<file path="src/rtl/mdr_seq_engine_pkg.sv">
// Shared types and constants for the MDR sequential multiply/divide/root engine.
package pkg_system_mdr;

  localparam int MDR_DW_DEFAULT = 16;

  typedef enum logic [1:0] {
    MULT = 2'd0,
    DIV  = 2'd1,
    ROOT = 2'd2,
    RSVD = 2'd3
  } op_select_t;

  typedef enum logic [1:0] {
    IDLE = 2'd0,
    CALC = 2'd1,
    DONE = 2'd2
  } mdr_state_t;

  // Square root resolves two radicand bits per step, so it needs half the iterations.
  function automatic int iter_count(input op_select_t op, input int dw);
    return (op == ROOT) ? dw / 2 : dw;
  endfunction

endpackage

</file>
<file path="src/rtl/mdr_seq_engine_addsub.sv">
// Combinational add/subtract stage shared by the multiply, divide and root iterations.
module mdr_addsub_stage #(
  parameter int W = 18
) (
  input  logic [W-1:0] a,
  input  logic [W-1:0] b,
  input  logic         sub,
  output logic [W-1:0] res,
  output logic         borrow
);

  logic [W:0] full;

  // For subtraction the extra top bit is set exactly when a < b.
  always_comb begin
    if (sub) full = {1'b0, a} - {1'b0, b};
    else     full = {1'b0, a} + {1'b0, b};
  end

  assign res    = full[W-1:0];
  assign borrow = full[W];

endmodule

</file>
<file path="src/rtl/mdr_seq_engine.sv">
// Sequential multiply / restoring divide / restoring square-root engine, one iteration per clock.
// Define MDR_SIGNED_EN to add the i_signed port and two's-complement MULT/DIV support.
module mdr_seq_engine
  import pkg_system_mdr::*;
#(
  parameter int DW = MDR_DW_DEFAULT
) (
  input  logic            clk,
  input  logic            rst_n,
  input  logic            i_start,
  input  logic [1:0]      i_op,
  input  logic [DW-1:0]   i_data_x,
  input  logic [DW-1:0]   i_data_y,
`ifdef MDR_SIGNED_EN
  input  logic            i_signed,
`endif
  output logic            o_busy,
  output logic            o_done,
  output logic [2*DW-1:0] o_result,
  output logic [DW-1:0]   o_remainder,
  output logic            o_error
);

  localparam int CW = $clog2(DW) + 1;
  localparam int AW = DW + 2;
  localparam int HW = DW / 2;

  mdr_state_t state, state_next;
  op_select_t op_in, op;

  logic [CW-1:0]   cnt;
  logic [DW-1:0]   acc;
  logic [DW-1:0]   shf;
  logic [DW-1:0]   opy;
  logic [HW-1:0]   root;
  logic            early;
  logic            neg_res;
  logic            neg_rem;
  logic            signed_div;

  logic            sgn_in;
  logic            x_neg;
  logic            y_neg;
  logic            early_in;
  logic [DW-1:0]   mag_x;
  logic [DW-1:0]   mag_y;

  logic [AW-1:0]   as_a;
  logic [AW-1:0]   as_b;
  logic [AW-1:0]   as_res;
  logic            as_sub;
  logic            as_borrow;
  logic            unused_sum_msb;

  logic [2*DW-1:0] prod;
  logic [DW-1:0]   quo;
  logic [2*DW-1:0] fin_result;
  logic [DW-1:0]   fin_rem;
  logic            fin_err;

  assign op_in = op_select_t'(i_op);

`ifdef MDR_SIGNED_EN
  assign sgn_in = i_signed && (op_in != RSVD);
`else
  assign sgn_in = 1'b0;
`endif

  // Signed operands are reduced to magnitudes before CALC; signs are reapplied in DONE.
  assign x_neg    = sgn_in && i_data_x[DW-1];
  assign y_neg    = sgn_in && (op_in != ROOT) && i_data_y[DW-1];
  assign mag_x    = x_neg ? -i_data_x : i_data_x;
  assign mag_y    = y_neg ? -i_data_y : i_data_y;
  assign early_in = (op_in == RSVD) ||
                    ((op_in == DIV) && (i_data_y == '0)) ||
                    ((op_in == ROOT) && x_neg);

  always_ff @(posedge clk or negedge rst_n) begin
    if (!rst_n) state <= IDLE;
    else        state <= state_next;
  end

  always_comb begin
    state_next = state;
    o_busy     = 1'b0;
    case (state)
      IDLE: begin
        if (i_start) state_next = early_in ? DONE : CALC;
      end
      CALC: begin
        o_busy = 1'b1;
        if (cnt == CW'(1)) state_next = DONE;
      end
      DONE: begin
        o_busy     = 1'b1;
        state_next = IDLE;
      end
      default: state_next = IDLE;
    endcase
  end

  // Operand selection for the shared adder: add for MULT, trial subtract for DIV and ROOT.
  always_comb begin
    as_a   = '0;
    as_b   = '0;
    as_sub = 1'b0;
    case (op)
      MULT: begin
        as_a = {2'b00, acc};
        as_b = shf[0] ? {2'b00, opy} : '0;
      end
      DIV: begin
        as_a   = {1'b0, acc, shf[DW-1]};
        as_b   = {2'b00, opy};
        as_sub = 1'b1;
      end
      ROOT: begin
        as_a   = AW'({acc[HW:0], shf[DW-1:DW-2]});
        as_b   = AW'({root, 2'b01});
        as_sub = 1'b1;
      end
      default: ;
    endcase
  end

  mdr_addsub_stage #(
    .W(AW)
  ) u_addsub (
    .a      (as_a),
    .b      (as_b),
    .sub    (as_sub),
    .res    (as_res),
    .borrow (as_borrow)
  );

  assign unused_sum_msb = as_res[AW-1];

  always_ff @(posedge clk or negedge rst_n) begin
    if (!rst_n) begin
      op         <= MULT;
      cnt        <= '0;
      acc        <= '0;
      shf        <= '0;
      opy        <= '0;
      root       <= '0;
      early      <= 1'b0;
      neg_res    <= 1'b0;
      neg_rem    <= 1'b0;
      signed_div <= 1'b0;
    end else begin
      case (state)
        IDLE: begin
          if (i_start) begin
            op         <= op_in;
            early      <= early_in;
            neg_res    <= x_neg ^ y_neg;
            neg_rem    <= x_neg;
            signed_div <= sgn_in && (op_in == DIV);
            cnt        <= early_in ? '0 : CW'(iter_count(op_in, DW));
            acc        <= '0;
            root       <= '0;
            opy        <= (op_in == MULT) ? mag_x : mag_y;
            // Early exits keep the raw dividend so divide-by-zero can report it.
            if (early_in)            shf <= i_data_x;
            else if (op_in == MULT)  shf <= mag_y;
            else                     shf <= mag_x;
          end
        end
        CALC: begin
          cnt <= cnt - CW'(1);
          case (op)
            MULT: begin
              acc <= as_res[DW:1];
              shf <= {as_res[0], shf[DW-1:1]};
            end
            DIV: begin
              acc <= as_borrow ? as_a[DW-1:0] : as_res[DW-1:0];
              shf <= {shf[DW-2:0], ~as_borrow};
            end
            ROOT: begin
              acc  <= as_borrow ? as_a[DW-1:0] : as_res[DW-1:0];
              shf  <= {shf[DW-3:0], 2'b00};
              root <= {root[HW-2:0], ~as_borrow};
            end
            default: ;
          endcase
        end
        default: ;
      endcase
    end
  end

  // Final result formatting, registered into the outputs while in DONE.
  always_comb begin
    fin_result = '0;
    fin_rem    = '0;
    fin_err    = 1'b0;
    prod       = {acc, shf};
    quo        = shf;
    if (early) begin
      fin_err = 1'b1;
      if (op == DIV) begin
        fin_result = {{DW{1'b0}}, {DW{1'b1}}};
        fin_rem    = shf;
      end
    end else begin
      case (op)
        MULT: fin_result = neg_res ? -prod : prod;
        DIV: begin
          if (neg_res) quo = -shf;
          // Only -2^(DW-1) / -1 yields a positive quotient magnitude with the top bit set.
          if (signed_div && !neg_res && shf[DW-1]) begin
            fin_err = 1'b1;
            quo     = {1'b0, {(DW-1){1'b1}}};
          end
          fin_result = {{DW{1'b0}}, quo};
          fin_rem    = neg_rem ? -acc : acc;
        end
        ROOT: begin
          fin_result = {{(2*DW-HW){1'b0}}, root};
          fin_rem    = acc;
        end
        default: fin_err = 1'b1;
      endcase
    end
  end

  always_ff @(posedge clk or negedge rst_n) begin
    if (!rst_n) begin
      o_done      <= 1'b0;
      o_result    <= '0;
      o_remainder <= '0;
      o_error     <= 1'b0;
    end else begin
      o_done <= (state == DONE);
      if (state == DONE) begin
        o_result    <= fin_result;
        o_remainder <= fin_rem;
        o_error     <= fin_err;
      end
    end
  end

endmodule

</file>
<file path="config.mk">
export PLATFORM = sky130hd
export DESIGN_NAME = mdr_seq_engine
export DESIGN_NICKNAME = d
export VERILOG_FILES = /design/src/rtl/mdr_seq_engine_pkg.sv /design/src/rtl/mdr_seq_engine_addsub.sv /design/src/rtl/mdr_seq_engine.sv
export SDC_FILE = /design/constraint.sdc
export NUM_CORES = 1
export LEC_CHECK = 0
export CELL_PAD_IN_SITES_DETAIL_PLACEMENT = 1
export CELL_PAD_IN_SITES_GLOBAL_PLACEMENT = 2
export CORE_ASPECT_RATIO = 1.1
export CORE_UTILIZATION = 42
export DETAILED_ROUTE_END_ITERATION = 16
export DONT_BUFFER_PORTS = 1
export GPL_TIMING_DRIVEN = 0
export PLACE_DENSITY_LB_ADDON = 0.05
export SLEW_MARGIN = 25
export SYNTH_ARGS = -nofsm -noshare
export SYNTH_HDL_FRONTEND = slang
export SYNTH_HIERARCHICAL = 1
export SYNTH_SLANG_ARGS = --single-unit
</file>
<file path="constraint.sdc">
create_clock -name clk -period 11.5 [get_ports clk]
set_input_delay 1.725 -clock clk [delete_from_list [all_inputs] [get_ports clk]]
set_output_delay 1.725 -clock clk [all_outputs]
set_load 0.02 [all_outputs]
</file>
Word level (Yosys, flattened, before mapping)

Cells that the tools add are included.

Bits of input ports: 37
Register bits after elaboration: 116
Word-level logic and storage cells: 80
Output and inout bits: 51

Reduce and logical (&&, ||, !) cells: 16
Muxes and demuxes: 35
$add $sub $neg: 3
Bitwise operators: 1
Equal/unequal tests: 13

Operators by type and width:

| kind                                              | count |
|---|---|
| 2-to-1 mux 16 bit                                 | 11 |
| case mux 16 bit (2 select lines)                  | 3 |
| case mux 16 bit (3 select lines)                  | 2 |
| case mux 32 bit (3 select lines)                  | 1 |
| case mux 17 bit (3 select lines)                  | 1 |
| 2-to-1 mux 32 bit                                 | 1 |
| 2-to-1 mux 19 bit                                 | 1 |
| adder 17 x 16 -> 18 bit                           | 1 |
| subtractor 17 x 16 -> 18 bit                      | 1 |
| zero test 16 bit                                  | 1 |
| 2-to-1 mux 8 bit                                  | 2 |
| case mux 8 bit (2 select lines)                   | 1 |
| 2-to-1 mux 5 bit                                  | 3 |
| case mux 5 bit (2 select lines)                   | 1 |
| AND reduction 3 bit                               | 3 |
| == test 2 bit (second input constant)             | 4 |
| == test 2 x 1 -> 1 bit (second input constant)    | 3 |
| zero test 2 bit                                   | 3 |
| 2-to-1 mux 2 bit                                  | 3 |
| != test 2 bit (second input constant)             | 3 |
| AND reduction 2 bit                               | 3 |
| == test 5 x 1 -> 1 bit (second input constant)    | 1 |
| subtractor 5 x 1 -> 5 bit (second input constant) | 1 |
| 2-to-1 mux 1 bit                                  | 4 |
| 9 further kinds                                   | 10 |

Longest topological paths before layout

Gate-level depths: netlist (run 1).

Word-level depth: 7
Depth in mapped cells: 25
Depth with buffers taken out: 22

By module

The synthesis (run 1) kept the hierarchy.

By module, submodules not included:

| module           | area an instance (um^2) | cells each | times used | seq. area each (um^2) |
|---|---|---|---|---|
| mdr_seq_engine   | 6512.5                  | 738        | 1          | 2902.8 |
| mdr_addsub_stage | 1227.4                  | 174        | 1          | 0.0 |

Worst setup path after synthesis (run 1)

OpenSTA, ideal clock, no wires.

Kind: reg2reg
From: reg op[0]
To: reg acc[5]
Clock period less this slack: 4913 ps
Library setup time: 126 ps
Required time: 11374 ps
Setup slack: 6587 ps
Stages on the path, launching flop included: 23
Arrival: 4786 ps
Path buffers: 3
Path through: dfrtp_1 > inv_1 > ha_1 > inv_1 > clkbuf_1 > nor2_1 > a22o_1 > nor4_1 > a21oi_1 > nor2_1 > o21ai_0 > xnor2_1 > ha_1 > a21oi_1 > o21ai_1 > a221o_1 > a21oi_1 > o21ai_1 > xnor2_1 > clkbuf_1 > clkbuf_1 > a211oi_1 > a221o_1

Word-level cells in the longest chain between the ends: 7
Elaborated cells on any way between the ends: 15
Those cells by class: 2 x add/sub; 3 x eq/ne; 7 x mux; 3 x reduce/logical

Ends and longest elaborated chain:

| item                                        | line                                         | RTL |
|---|---|---|
| start, declared                             | mdr_seq_engine.sv:29                         | `op_select_t op_in, op;` |
| start signal, assigned                      | mdr_seq_engine.sv:154                        | `op <= op_in;` |
| == test 2 bit, or another cell as far along | mdr_seq_engine.sv:107                        | `case (op)` |
| case mux 16 bit (3 select lines) (*)        | mdr_seq_engine.sv:107                        |  |
| named net as_b[8]                           | mdr_seq_engine.sv:49                         | `logic [AW-1:0] as_b;` |
| subtractor 17 x 16 -> 18 bit (*)            | mdr_seq_engine_addsub.sv:16                  | `if (sub) full = {1'b0, a} - {1'b0, b};` |
| 2-to-1 mux 19 bit (*)                       | mdr_seq_engine_addsub.sv:16                  |  |
| named net as_borrow                         | mdr_seq_engine.sv:52                         | `logic as_borrow;` |
| 2-to-1 mux 16 bit (*)                       | mdr_seq_engine.sv:177, mdr_seq_engine.sv:181 |  |
| case mux 16 bit (2 select lines) (*)        | mdr_seq_engine.sv:171                        | `case (op)` |
| case mux 16 bit (2 select lines) (*)        | mdr_seq_engine.sv:151                        | `case (state)` |
| end signal, assigned                        | mdr_seq_engine.sv:173                        | `acc <= as_res[DW:1];` |
| end signal, assigned                        | mdr_seq_engine.sv:177                        | `acc <= as_borrow ? as_a[DW-1:0] : as_res[DW-1:0];` |
| end signal, assigned                        | mdr_seq_engine.sv:181                        | `acc <= as_borrow ? as_a[DW-1:0] : as_res[DW-1:0];` |
| end, declared                               | mdr_seq_engine.sv:32                         | `logic [DW-1:0] acc;` |

Mark *: on every way through the listed nets, which the timed path passes. The rest lies on a longest branch.
A chain may end at the register's enable or synchronous reset.

Worst setup path in the final report (run 1)

From: reg op[0]
To: reg acc[9]

The elaborated chain is that of the path after synthesis.

==> out/qor.txt, run 1 <==
layout cells sized above 1: 9.43%
Hold Path End: opy[6]
crit-path cells: inv_1, ha_1, inv_1, clkbuf_1, nor2_1, a22o_1, nor4_1, a21oi_1, nor2_1, o21ai_0, xnor2_1, ha_1, a21oi_1, o21ai_1, a221o_1, a21oi_1, o21ai_1, xnor2_1, clkbuf_1, clkbuf_1, a211oi_1, a221o_1
worst hold path type: reg -> reg
Reg area: 0.00290 sq mm
CTS tree: done
# hold bufs at CTS: 0
Hold Startpoint: opy[6]
worst-margin pin slew: 0.632 ns
crit-path max cell delay: 0.57 ns
vias per cell: 6.05
Slew Viols, Final: 0
GRT Total Usage: 29.1%
vias after detailed routing: 7149
Final Cycle Share: 57.9%
Hold Path Depth: 2
Rel. slew slack: 57.7%
Post-CTS Setup Inserts: 0
Starting Density: 43.2%
WP buf/inv: 5
DRC: 0
cell row count: 51
Syn Std Cell Area: 0.00771 sq mm
Worst Setup End Kind: flip-flop
WL/cell: 22.8 um
Die Span X: 131 um
Antenna Violating Nets Remaining: 0
Critical Path Source Type: flip-flop
initial antenna violation count: 0
synthesized area per cell: 8.49 sq um
Layout area overhead: 12.0%
maximum root-to-sink buffer count: 2
yosys warns: 6
number of max-cap violations: 0
Fin. Hold Viols: 0
min Tclk post-route: 6.66 ns
worst skew pair latency: 0.41 ns
vias in the first global route: 7339
fin nets: 997
Top delay family on crit path: compound AO/OA/AOI/OAI gates
H-tree level count: 4
Die ar.: 0.0189 sq mm
CP max FO: 10
Mapped Cells: 908
# setup viols final: 0
Post-Route WL: 27.0 mm
DP HPWL: 20.8 mm
Die Span Y: 144 um
root buf cell: clkbuf_16
CTS sink count: 116
status: finished clean
gr ovfl total: 0
Antenna Cells: 0
TritonCTS Buffers: 17
Setup TNS: 0 ns
Critical Path RT: 11.78 ns
clock-pin slew on the worst setup and hold paths: 0.06 ns
Reg2Reg Capture Point: acc[9]
first-pass GRT wire length: 41.8 mm
critical path class: reg -> reg
reg2reg setup slack: 4.84 ns
Reg2Reg Depth: 22
crit path DAT: 6.94 ns
Fin Clk Skew: 0.0138 ns
Place WS: 4.98 ns
final core occ: 48.3%
Post-CTS Resized: 0
max frequency: 0.150 GHz
I/O pin total: 88
Worst Slack Setup Final: 4.84 ns
DRT Pass-1 Iters: 5
final estimated routing congestion in global placement: 0.922
Worst path slowest cell: nor4_1
multi-input logic area: 0.00440 sq mm
Reg-to-Reg Start: op[0]
RSZ-0062 raised after global routing: false
I/O Buffers: 0
Initial DRC Count: 570
largest net degree at the start of global routing: 117
fillers: 2138
core region area: 0.0179 sq mm
[worst max path at each step]
stage / startpoint / slack [ns] / endpoint / cells past startpoint
2_1_floorplan: op[0] / 6.60 / acc[5] / 22
3_3_place_gp: op[0] / 5.18 / acc[6] / 22
3_5_place_dp: op[0] / 4.98 / acc[9] / 22
4_1_cts: op[0] / 4.93 / acc[9] / 22
5_1_grt: op[0] / 4.28 / acc[2] / 23
6_report: op[0] / 4.84 / acc[9] / 22
[cell type report]
type	count	share of cell area [%]
multi-input combinational	698	50.9
sequential	116	33.6
clock buffer	19	5.13
tap	238	3.45
buffer	60	3.25
clock inverter	13	1.97
inverter	38	1.65
[per-stage QoR]
stage          instances  hold slack, ns  area (sq um)
2_1_floorplan        912           0.442          7720
3_3_place_gp        1150           0.483          8020
3_5_place_dp        1150           0.492          8020
4_1_cts             1182           0.505          8640
5_1_grt             1182           0.536          8640
6_report            1182           0.497          8640
[state kept, by name, indices dropped and copies added, names as in the netlist]
register	cells
o_done	1
acc	16
o_error	1
early	1
o_remainder	16
root	8
opy	16
shf	16
state	2
cnt	5
o_result	32
op	2
[placed cells by master (no fill, tap or decap), drive strengths merged, types with 3 or more instances in the layout]
cell	count
dfrtp	116
a21oi	61
and2	11
xnor2	19
and3	10
o41ai	15
a21boi	3
nor3	8
inv	42
o21ai	70
a221oi	14
a211oi	25
mux2i	19
nor4	7
o22ai	7
a222oi	10
a32o	5
nand2b	8
buf	28
xor2	8
ha	28
nor2	124
bufinv	3
clkinv	6
o21a	4
nand4	4
conb	5
o31ai	6
a21o	11
a221o	8
nor2b	19
or2	5
a22oi	12
clkbuf	51
nand3	3
a22o	13
o21bai	3
nand2	107
a31oi	25
[worst reg2reg max path, cell delays in order (launching register included)]
cell and delay, ns:
dfrtp_1 0.37, inv_1 0.09, ha_1 0.31, inv_1 0.19, clkbuf_1 0.41, nor2_1 0.29, a22o_1 0.36, nor4_1 0.57
a21oi_1 0.13, nor2_1 0.25, o21ai_0 0.18, xnor2_1 0.24, ha_1 0.34, a21oi_1 0.25, o21ai_1 0.11, a221o_1 0.30
a21oi_1 0.16, o21ai_1 0.11, xnor2_1 0.47, clkbuf_1 0.43, clkbuf_1 0.46, a211oi_1 0.18, a221o_1 0.30
[metal layers]
metal,track usage (%),share of wire [%]
met1,36.0,44
met2,52.4,52
met3,4.38,3.1
met4,8.17,1.7
met5,0,0
Power of run 1 is not shown: default switching activity piles up to over one toggle a cycle in this logic, so the estimate is an artifact.
==> inputs of run 2 (changes only) <==
CORE_UTILIZATION = 35   (was 42)
clock period = 6.1 ns   (was 11.5 ns; I/O delays follow)
==> run 2 against run 1 <==
Sequential share of layout area down 0.38 points. Critical endpoint unchanged. Largest cell class unchanged. Core utilization down 7.6 points. Maximum frequency up 18%. Count of clock-buffer cells in the layout up 1. Register-to-register slack worse by 4.4 ns. Critical path depth up 2. Sequential cell count unchanged. Design area up 1.1%.
==> out/qor.txt, run 2 (synthesis results as in run 1) <==
Hold Worst Slack: 0.202 ns (was 0.497 ns)
Fin. Hold Viols: 0 (unchanged)
I/O Buffers: 0 (unchanged)
gr ovfl total: 0 (unchanged)
vias after detailed routing: 7072 (was 7149)
Non-Filler Instances: 1233 (was 1182)
max reg flops: 32 (unchanged)
vias in the first global route: 7306 (was 7339)
WL/cell: 22.5 um (was 22.8 um)
CTS tree: done (unchanged)
Worst Setup End Kind: flip-flop (unchanged)
CP max FO: 10 (unchanged)
critical path class: reg -> reg (unchanged)
worst-margin pin slew: 0.629 ns (was 0.632 ns)
CTS sink count: 116 (unchanged)
maximum root-to-sink buffer count: 2 (unchanged)
TritonCTS Buffers: 17 (unchanged)
status: finished clean (unchanged)
final core occ: 40.7% (was 48.3%)
largest net degree at the start of global routing: 117 (unchanged)
RSZ-0062 raised after global routing: false (unchanged)
DP HPWL: 21.8 mm (was 20.8 mm)
max frequency: 0.177 GHz (was 0.150 GHz)
Initial DRC Count: 519 (was 570)
fin nets: 996 (was 997)
Layout area overhead: 13.3% (was 12.0%)
H-tree level count: 4 (unchanged)
Post-Route WL: 27.8 mm (was 27.0 mm)
final estimated routing congestion in global placement: 0.883 (was 0.922)
layout cells sized above 1: 10.2% (was 9.43%)
WP buf/inv: 6 (was 5)
Antenna Cells: 0 (unchanged)
crit-path cells: inv_1, ha_1, buf_2, a21oi_1, nor2_1, clkbuf_1, a21o_1, inv_1, ha_1, and3_1, nand3b_1, o21bai_1, o21ai_0, xnor2_1, ha_1, and3_1, a221o_1, a21oi_1, o21ai_1, xnor2_2, clkbuf_2, clkbuf_2, a211oi_1, a221o_1 (was inv_1, ha_1, inv_1, clkbuf_1, nor2_1, a22o_1, nor4_1, a21oi_1, nor2_1, o21ai_0, xnor2_1, ha_1, a21oi_1, o21ai_1, a221o_1, a21oi_1, o21ai_1, xnor2_1, clkbuf_1, clkbuf_1, a211oi_1, a221o_1)
crit-path max cell delay: 0.41 ns (was 0.57 ns)
Slew Viols, Final: 0 (unchanged)
commonest cells after routing, fill and taps aside: 123 x nor2_1, 116 x dfrtp_1, 107 x nand2_1 (was 124 x nor2_1, 116 x dfrtp_1, 107 x nand2_1)
Antenna Violating Nets Remaining: 0 (unchanged)
min Tclk post-route: 5.66 ns (was 6.66 ns)
worst hold path type: in -> async (was reg -> reg)
commonest non-fill, non-tap cell in the layout: nor2_1 (unchanged)
Fin Clk Skew: 0.0136 ns (was 0.0138 ns)
root buf cell: clkbuf_16 (unchanged)
core region area: 0.0214 sq mm (was 0.0179 sq mm)
number of max-cap violations: 0 (unchanged)
Die Span Y: 158 um (was 144 um)
GRT Total Usage: 25.5% (was 29.1%)
cell row count: 56 (was 51)
Crit path top cell by count: ha_1
DRT Pass-1 Iters: 5 (unchanged)
Setup TNS: 0 ns (unchanged)
Starting Density: 36.0% (was 43.2%)
clock-pin slew on the worst setup and hold paths: 0.06 ns (about the same)
dpl cells: 1202 (was 1150)
Die Span X: 144 um (was 131 um)
crit path DAT: 5.97 ns (was 6.94 ns)
Critical Path RT: 6.40 ns (was 11.78 ns)
vias per cell: 5.74 (was 6.05)
first-pass GRT wire length: 42.8 mm (was 41.8 mm)
# setup viols final: 0 (unchanged)
I/O pin total: 88 (unchanged)
Worst path slowest cell: dfrtp_1 (was nor4_1)
initial antenna violation count: 0 (unchanged)
DRC: 0 (unchanged)
worst skew pair latency: 0.42 ns (was 0.41 ns)
Die ar.: 0.0226 sq mm (was 0.0189 sq mm)
Final Cycle Share: 92.9% (was 57.9%)
fillers: 2603 (was 2138)
Critical Path Source Type: flip-flop (unchanged)
Most flops, register: o_result (unchanged)
Rel. slew slack: 57.8% (was 57.7%)
Post-CTS Setup Inserts: 0 (unchanged)
Top delay family on crit path: compound AO/OA/AOI/OAI gates (unchanged)
## run 2: changes by cell type in the layout (fill, tap and decap cells not counted), sizes merged
cell | before | now
clkinvlp | 0 | 4
clkinv | 6 | 1
## run 2: per-layer routing
layer	GRT usage, %	share of wire [%]
met3	4.26	3.1
met4	8.81	2.6
met5	0	0
met2	44.2	50
met1	31.9	44
## run 2: cell type report
class	count	area, sq um	area share (%)
multi-input cells	698	4420	50.6
clock inverters	12	165	1.89
inverters	38	146	1.68
flip-flops and latches	116	2900	33.2
plain buffers	59	279	3.19
clock buffers	20	457	5.23
well taps	290	363	4.15
## run 2: per-stage QoR
| stage | setup WS [ns] | area, sq um |
|---|---|---|
| final | 0.435 | 8730 |
| after global routing | 0.0822 | 8730 |
| after CTS | 0.0900 | 8730 |
| after detailed placement | -0.498 | 8090 |
| after global placement | -0.320 | 8090 |
| after floorplan | 1.20 | 7720 |
## run 2: final timing paths
path / from / endpoint / slack (ns) / depth (start not counted)
max: op[1] / acc[9] / 0.44 / 24
min: rst_n / acc[9] / 0.20 / 0
max reg2reg: op[1] / acc[9] / 0.44 / 24
min reg2reg: opy[7] / opy[7] / 0.51 / 2
max in group asynchronous: rst_n / shf[5] / 5.71 / 0
min in group clk: opy[7] / opy[7] / 0.51 / 2
## run 2: what timing repair did
action / in CTS / in global routing
setup endpoints to repair: 18 / 18
cloned: 0 / 0
resized for setup: 4 / 3
hold buffers: 0 / 0
Power of run 2 is left out for the same reason.
